==> src/rtl/jt51_kon_wr.sv <==
// jt51_kon_wr: key-on write queue and update strobe generator.
//
// CPU key-on writes (register 0x08 format) are pushed into a small FIFO.
// Commands leave the FIFO one at a time. Each one drives keyon_op/keyon_ch
// and holds up_keyon high for HOLD cen-qualified cycles. That is one full
// operator round, so the 32-stage per-slot key-on shift register sees all
// four operators of the target channel.
//
// Ports:
//   clk       system clock
//   rst       asynchronous reset, active-high
//   cen       slot-sequencer clock enable (gates issue/hold timing only)
//   wr_valid  write request
//   wr_ready  FIFO can accept (!full)
//   wr_data   [6:3] operator mask {C2,M2,C1,M1}, [2:0] channel
//   keyon_op  issued operator mask (bit0 M1, bit1 C1, bit2 M2, bit3 C2)
//   keyon_ch  issued channel
//   up_keyon  update strobe, high for HOLD cen cycles per command
//   busy      up_keyon or FIFO non-empty
//   level     FIFO occupancy
//
// Optional feature macro: JT51_KON_MERGE_EN
//   Defined:   a push whose channel matches the newest queued entry
//              overwrites that entry's mask instead of enqueuing.
//   Undefined: every accepted write enqueues.

module jt51_kon_wr #(
  parameter int DEPTH = 4,   // FIFO entries, power of two, >= 2
  parameter int HOLD  = 32   // cen cycles per command, equals slot count
) (
  input  logic                     clk,
  input  logic                     rst,
  input  logic                     cen,
  input  logic                     wr_valid,
  output logic                     wr_ready,
  input  logic [6:0]               wr_data,
  output logic [3:0]               keyon_op,
  output logic [2:0]               keyon_ch,
  output logic                     up_keyon,
  output logic                     busy,
  output logic [$clog2(DEPTH):0]   level
);

  localparam int AW = $clog2(DEPTH);
  localparam int LW = AW + 1;
  localparam int CW = $clog2(HOLD + 1);

  localparam logic [CW-1:0] CNT_LOAD   = CW'(HOLD - 1);
  localparam logic [LW-1:0] LEVEL_FULL = LW'(DEPTH);
  localparam logic [LW-1:0] LEVEL_ONE  = LW'(1);
  localparam logic [AW-1:0] PTR_ONE    = AW'(1);

  localparam logic [0:0] ST_IDLE = 1'b0;
  localparam logic [0:0] ST_HOLD = 1'b1;

  logic [6:0]    mem_r [DEPTH];
  logic [AW-1:0] wr_ptr_r;
  logic [AW-1:0] rd_ptr_r;
  logic [LW-1:0] level_r;
  logic [0:0]    state_r;
  logic [CW-1:0] cnt_r;
  logic [3:0]    keyon_op_r;
  logic [2:0]    keyon_ch_r;
  logic          up_keyon_r;

  logic          empty_s;
  logic          full_s;
  logic          push_s;
  logic          pop_s;
  logic          merge_s;
  logic          enq_s;
  logic [AW-1:0] wr_idx_s;

  assign empty_s = (level_r == {LW{1'b0}});
  assign full_s  = (level_r == LEVEL_FULL);
  assign push_s  = wr_valid && !full_s;

  // The head leaves the FIFO when the sequencer is idle, or exactly when the
  // running command's hold count has expired (back-to-back issue).
  assign pop_s = cen && !empty_s &&
                 ((state_r == ST_IDLE) || (cnt_r == {CW{1'b0}}));

`ifdef JT51_KON_MERGE_EN
  logic [AW-1:0] newest_s;
  assign newest_s = wr_ptr_r - PTR_ONE;
  // Merge only into a still-queued entry; if the lone entry is leaving on
  // this edge, the write must enqueue behind it instead.
  assign merge_s  = push_s && !empty_s &&
                    (mem_r[newest_s][2:0] == wr_data[2:0]) &&
                    !(pop_s && (level_r == LEVEL_ONE));
  assign wr_idx_s = merge_s ? newest_s : wr_ptr_r;
`else
  assign merge_s  = 1'b0;
  assign wr_idx_s = wr_ptr_r;
`endif

  assign enq_s = push_s && !merge_s;

  // FIFO storage: an accepted write lands at the tail, or on the newest entry when merging.
  always_ff @(posedge clk) begin
    if (push_s) begin
      mem_r[wr_idx_s] <= wr_data;
    end
  end

  // FIFO pointers and occupancy counter (level kept separately so full/empty never alias).
  always_ff @(posedge clk or posedge rst) begin
    if (rst) begin
      wr_ptr_r <= {AW{1'b0}};
      rd_ptr_r <= {AW{1'b0}};
      level_r  <= {LW{1'b0}};
    end else begin
      if (enq_s) begin
        wr_ptr_r <= wr_ptr_r + PTR_ONE;
      end
      if (pop_s) begin
        rd_ptr_r <= rd_ptr_r + PTR_ONE;
      end
      case ({enq_s, pop_s})
        2'b10:   level_r <= level_r + LEVEL_ONE;
        2'b01:   level_r <= level_r - LEVEL_ONE;
        default: level_r <= level_r;
      endcase
    end
  end

  // Issue sequencer: loads the head into the outputs and times the up_keyon hold.
  always_ff @(posedge clk or posedge rst) begin
    if (rst) begin
      state_r    <= ST_IDLE;
      cnt_r      <= {CW{1'b0}};
      keyon_op_r <= 4'h0;
      keyon_ch_r <= 3'd0;
      up_keyon_r <= 1'b0;
    end else if (cen) begin
      case (state_r)
        ST_IDLE: begin
          if (pop_s) begin
            keyon_op_r <= mem_r[rd_ptr_r][6:3];
            keyon_ch_r <= mem_r[rd_ptr_r][2:0];
            up_keyon_r <= 1'b1;
            cnt_r      <= CNT_LOAD;
            state_r    <= ST_HOLD;
          end else begin
            state_r    <= ST_IDLE;
          end
        end
        ST_HOLD: begin
          if (cnt_r != {CW{1'b0}}) begin
            cnt_r <= cnt_r - {{(CW-1){1'b0}}, 1'b1};
          end else if (pop_s) begin
            keyon_op_r <= mem_r[rd_ptr_r][6:3];
            keyon_ch_r <= mem_r[rd_ptr_r][2:0];
            cnt_r      <= CNT_LOAD;
          end else begin
            // Last command done: drop the strobe, keep op/ch for observation.
            up_keyon_r <= 1'b0;
            state_r    <= ST_IDLE;
          end
        end
        default: begin
          state_r    <= ST_IDLE;
          cnt_r      <= {CW{1'b0}};
          up_keyon_r <= 1'b0;
        end
      endcase
    end else begin
      state_r <= state_r;
    end
  end

  assign keyon_op = keyon_op_r;
  assign keyon_ch = keyon_ch_r;
  assign up_keyon = up_keyon_r;
  assign busy     = up_keyon_r || !empty_s;
  assign wr_ready = !full_s;
  assign level    = level_r;

endmodule

==> config.mk <==
export PLATFORM = sky130hd
export DESIGN_NAME = jt51_kon_wr
export DESIGN_NICKNAME = d
export VERILOG_FILES = /design/src/rtl/jt51_kon_wr.sv
export SDC_FILE = /design/constraint.sdc
export NUM_CORES = 1
export LEC_CHECK = 0
export ABC_AREA = 0
export BUFFER_PORTS_ARGS = -buffer_cell sky130_fd_sc_hd__buf_2
export CORE_ASPECT_RATIO = 1.5
export CORE_MARGIN = 3
export CORE_UTILIZATION = 40
export DETAILED_ROUTE_END_ITERATION = 10
export PLACE_DENSITY_LB_ADDON = 0.15
export SLEW_MARGIN = 10
export SYNTH_ARGS = -nofsm -noshare
export SYNTH_HDL_FRONTEND = slang
export SYNTH_SLANG_ARGS = --single-unit
==> constraint.sdc <==
create_clock -name clk -period 3.6 [get_ports clk]
set_clock_uncertainty 0.1 [all_clocks]
set_input_delay 0.18 -clock clk [delete_from_list [all_inputs] [get_ports clk]]
set_output_delay 0.18 -clock clk [all_outputs]
set_load 0.02 [all_outputs]
# After elaboration in Yosys (flattened, before gate mapping)
# Memory sizes are Yosys's and may differ from the RTL's.
# Index checks and enable logic that the tools add are counted.
# Widths: inputs -> output; s select.
dict set report op_classes {
  bitwise_logic 1
  n_reduce_logical 13
  n_eq_ne 6
  muxes 19
  add_sub_neg 5
}
# cell n
set op_table {}
lappend op_table {{$mux 6} 2}
lappend op_table {{$pmux 3 s2} 2}
lappend op_table {{$pmux 6 s2} 1}
lappend op_table {{$mux 4} 2}
lappend op_table {{$pmux 4 s2} 1}
lappend op_table {{$mux 1} 7}
lappend op_table {{$logic_not 6->1} 1}
lappend op_table {{$mux 3} 2}
lappend op_table {{$ne 2x2->1 const B} 3}
lappend op_table {{$reduce_bool 6->1} 1}
lappend op_table {{$sub 6x1->6 const B} 1}
lappend op_table {{$add 2x1->2 const B} 2}
lappend op_table {{$pmux 1 s2} 2}
lappend op_table {{$reduce_and 4->1} 1}
lappend op_table {{$add 3x1->3 const B} 1}
lappend op_table {{$eq 3x3->1 const B} 1}
lappend op_table {{$logic_and 1x1->1} 3}
lappend op_table {{$logic_not 3->1} 1}
lappend op_table {{$sub 3x1->3 const B} 1}
lappend op_table {{$eq 2x1->1 const B} 1}
lappend op_table {{$eq 2x2->1 const B} 1}
lappend op_table {{$logic_not 1->1} 2}
lappend op_table {{$logic_or 1x1->1} 2}
lappend op_table {{$reduce_and 2->1} 1}
lappend op_table {{other kinds (2)} 2}
dict set report word_totals {
  n_memories 1
  out_inout_bits 13
  in_bits 11
  ramBits 28
  reg_bits 22
  elab_cells 53
}
# memory depth word_bits read_ports rd_ports_with_merged_regs write_ports line_no
set memory_table {}
lappend memory_table {mem_r 4 7 1 0 1 56} ;# logic [6:0] mem_r [DEPTH];

# Depth between registers and ports, before layout
dict set report depth {
  word_depth 7
  mapped_depth 12
  ltp_nobuf 11
}

# Worst setup path before layout
# OpenSTA, ideal clock, no wires.
dict set report synth_path {
  path_type {register to register}
  startpoint {register cnt_r[0]}
  endpoint {register level_r[2] (netlist: level[2])}
  period_less_slack_ns 2.495
  n_path_buf 1
  slack_ns 1.105
  arrival_time_ns 2.315
  setup_ns 0.080
  required_time_ns 3.420
  path_stages_with_launch 13
  cell_sequence {dfrtp_1 > inv_1 > ha_1 > nand2b_4 > o31ai_2 > and4_4 > buf_6 > ha_1 > inv_1 > fa_1 > xor2_1 > nor2_1 > xor2_1}
}
dict set report synth_via {
  elab_chain_len 5
  word_cells_on_any_way 7
  cone_classes {eq/ne: 2; mux: 1; reduce/logical: 4}
}
# item line_no
set synth_rtl {}
lappend synth_rtl {{from (decl)} 61} ;# logic [CW-1:0] cnt_r;
lappend synth_rtl {{from (signal assigned)} 131} ;# cnt_r <= {CW{1'b0}};
lappend synth_rtl {{from (signal assigned)} 150} ;# cnt_r <= cnt_r - {{(CW-1){1'b0}}, 1'b1};
lappend synth_rtl {{from (signal assigned)} 163} ;# cnt_r <= {CW{1'b0}};
lappend synth_rtl {{$logic_not 6->1 (*)} 81} ;# ((state_r == ST_IDLE) || (cnt_r == {CW{1'b0}}));
lappend synth_rtl {{$logic_or 1x1->1 (*)} 81}
lappend synth_rtl {{$logic_and 1x1->1 (*)} 80} ;# assign pop_s = cen && !empty_s &&
lappend synth_rtl {{via pop_s} 69} ;# logic pop_s;
lappend synth_rtl {{$eq 2x1->1 / $eq 2x2->1 (equally long branches)} 119} ;# case ({enq_s, pop_s})
lappend synth_rtl {{$pmux 3 s2 / $reduce_bool 2->1 (equally long branches)} --}
lappend synth_rtl {{to (signal assigned)} 120} ;# 2'b10: level_r <= level_r + LEVEL_ONE;
lappend synth_rtl {{to (signal assigned)} 121} ;# 2'b01: level_r <= level_r - LEVEL_ONE;
lappend synth_rtl {{to (signal assigned)} 122} ;# default: level_r <= level_r;
lappend synth_rtl {{to (decl)} 59} ;# logic [LW-1:0] level_r;
# Mark *: on every way through the listed nets, which the timed path passes. The rest lies on a longest branch.
# A chain may end at the register's enable or synchronous reset.

# Final worst setup path
dict set report layout_path {
  startpoint {register cnt_r[1]}
  endpoint {register level_r[2] (netlist: level[2])}
}
dict set report layout_via {
  elab_chain_len 5
  word_cells_on_any_way 7
  cone_classes {eq/ne: 2; mux: 1; reduce/logical: 4}
}
# item line_no
set layout_rtl {}
lappend layout_rtl {{$logic_not 6->1 (*)} 81}
lappend layout_rtl {{$logic_or 1x1->1 (*)} 81}
lappend layout_rtl {{$logic_and 1x1->1 (*)} 80}
lappend layout_rtl {{$eq 2x1->1 / $eq 2x2->1 (equally long branches)} 119}
lappend layout_rtl {{$pmux 3 s2 / $reduce_bool 2->1 (equally long branches)} --}
# Every way passes the cells marked *; elsewhere a longest branch is shown, timed or not.

==> metrics <==
Clock Tree Buf Depth=2; max_cap viols=0; Seq/Total Area, Yosys=0.628; Critical Path Fanout Max=9; grt ovf=0; start point of the critical path=cnt_r[1]; I/O Buffers=23; final setup TNS=0 ns; HP Class=in2reg; deepest level of the CTS H-tree=2; drt drc=0; vias in the first global route=approximately 1300; Fin. Hold Viols=0; pwr/cell area=between 700 and 800 nW/um^2; met3 routed WL=roughly 150 microns; CTS resizes=0; min Tclk post-route=about 2.7 ns; Rel. slew slack=0.410; Final HPWL DP=between 2 and 3 mm; clock-pin slew on the worst setup and hold paths=about 0.090 ns; Yosys cell types=39; Die W=~67 microns; Critical Path Sink Type=flop; FMAX=369 MHz; top routing layer used=met4; die area=6490 sq um; initial antenna violation count=0; nets@finish=around 190; wire per inst=15.7 microns; arrival time worst endpoint=about 2.8 ns; RR Startpoint=cnt_r[1]; dpl cells=roughly 230; DRT Wirelength=3.82 mm; fraction of layout cells with a size suffix above 1=0.286; Worst-Skew Late Latency=~0.30 ns; Met1 Wirelength=around 1.6 mm; Yosys warnings=0; # Post-CTS Setup Buffers=0; Die Y=between 90 and 100 microns; R2R setup slack=just under 0.9 ns; CTS tree=yes; Ant. Diodes=0; Worst Setup Path Type=reg2reg; drt initial violations=around 130; Routed Antenna Nets=0; RePlAce Congestion=about 0.8; Avg Cell Area, Syn=around 16 sq um; Worst-Margin Slew=0.883 ns; num ports=24; synthesized net count=roughly 160; Rows=32; gr usage total=0.132; global-route wire length before repair=between 6 and 7 mm; reg2reg path depth=11; RSZ-0062 raised after global routing=false; 1st-pass router iterations=4; final setup fails=0; synth-to-layout area growth=15.7%; VDD IR max=349 uV; routed vias/inst=between 5 and 6; wire length on met2=approximately 2.0 mm; Initial Util=0.423; CTS Buf Count=5; Final Max Slew Viols=0; largest net degree at the start of global routing=23; mapped cell area=between 2000 and 2500 sq um; R2R Path End=level[2]; Synth Register Bits=50; core area=around 5200 sq um; Non-Filler Instances=243; PnR Total Power=between 1.5 and 2 mW; via count=approximately 1200; outcome=finished, final reports clean; crit share post-route=0.753; clock sinks=50; leakage=roughly 1.1 nW; startpoint types=flop; Syn Inst Count=between 100 and 150; CP Capture Point=level[2]; Root Buffer=clkbuf_8; Required @ worst endpoint=roughly 3.7 ns
worst min-delay path by stage:
stage                  endpoint  slack, ns       start  depth (start not counted)
floorplan              cnt_r[0]       0.07         rst                          1
global placement    mem_r[0][5]       0.29  wr_data[5]                          1
detailed placement  mem_r[0][5]       0.30  wr_data[5]                          1
CTS                 mem_r[0][4]      0.002  wr_data[4]                          1
global route        mem_r[0][4]      0.005  wr_data[4]                          1
finish              mem_r[0][4]      0.004  wr_data[4]                          1
final cells by class:
cell class	instances	area [sq um]
sequential	50	1390
clock inverter	2	38.8
tap	68	85.1
timing repair buffer	30	185
multi-input combinational	76	751
clock buffer	6	72.6
inverter	11	41.3
fill	473	2680
sequential cells by signal, indices dropped and copies added, names as in the netlist:
register and count:
keyon_ch 3, level 3, mem_r 28, rd_ptr_r 2
cnt_r 6, wr_idx_s 2, state_r 1, keyon_op 4
up_keyon 1
placed cells by master (no fill, tap or decap), types with 2 or more instances in the layout:
cell type      Yosys  final
a21o_1             2      2
a21oi_1            4      4
a2bb2oi_1          2      2
and3_1             4      4
buf_2              3     23
clkbuf_8           0      5
dfrtp_1           22     22
dlygate4sd3_1      0      7
edfxtp_1          28     28
ha_1               6      6
inv_1             11     11
mux2_4             7      7
mux4_2             7      7
nand2_1            5      5
nand3_1            3      3
nor2_1             5      5
nor3_1             3      3
o21a_1             2      2
o21ai_0            2      2
o22a_1             2      2
xnor2_1            3      3
xor2_1             3      3
metal layers:
layer | vias to the layer above | global-route usage
li1 | 587 | -
met1 | 614 | 0.167
met2 | 29 | 0.213
met3 | 6 | 0.0336
met4 | 0 | 0.0501
met5 | - | 0
where the power goes:
group	switching, mW	total, mW	internal (mW)
Sequential	0.148	0.914	0.766
Combinational	0.284	0.559	0.275
Clock	0.183	0.392	0.209
Total	0.615	1.86	1.25
repair_timing:
item,CTS,global route
hold buffers,7,0
hold endpoints to repair,39,0
setup endpoints to repair,0,0
worst max-delay path, stage by stage, from the launching register on:
cell and delay [ns]:
dfrtp_1 0.41, inv_1 0.06, ha_1 0.25, nand2b_4 0.10, o31ai_2 0.24, and4_4 0.40
ha_1 0.22, inv_1 0.06, fa_1 0.37, xor2_1 0.15, nor2_1 0.12, xor2_1 0.16
synthesized netlist by cell type (all sizes together):
library cell	number	area share
or3	1	0.0051
edfxtp	28	0.38
o22a	2	0.0079
clkbuf	1	0.0017
mux4	7	0.071
a2bb2oi	2	0.0079
and2	1	0.0028
ha	6	0.034
a21o	2	0.0068
dfrtp	22	0.25
nor3	3	0.0068
nand3	3	0.0068
buf	5	0.014
o211ai	1	0.0034
or3b	1	0.0040
a21oi	4	0.0090
nand2	5	0.0085
xnor2	3	0.012
nor4	1	0.0028
o21ai	2	0.0045
nor2	5	0.0085
and4	1	0.0051
inv	11	0.019
fa	1	0.0090
o22ai	1	0.0028
mux2i	1	0.0045
nand4	1	0.0028
o31ai	2	0.0090
mux2	8	0.052
and3	4	0.011
xor2	3	0.012
o41ai	1	0.012
nand2b	2	0.0090
o21a	2	0.0068
logic make-up (layout without fill, tap and decap cells):
family	count (synthesis)	count (layout)	synth area share
muxes	16	16	0.128
DFF	50	50	0.628
AOI/OAI and AO/OA	19	19	0.0705
xor gates and xnor gates	6	6	0.0237
and+or+nand+nor	28	28	0.0734
buffers and inverters	17	49	0.0339
adders and majority gates	7	7	0.0429
per-stage QoR:
step	hold WS, ns	utilization	area, sq um	setup slack (ns)
2_1_floorplan	0.0692	-	2220	1.10
3_3_place_gp	0.291	0.454	2380	1.03
3_5_place_dp	0.304	0.454	2380	0.896
4_1_cts	0.00222	0.489	2560	0.872
5_1_grt	0.00492	0.489	2560	0.685
6_report	0.00379	0.489	2560	0.890
(Power assumes the default switching activity.)
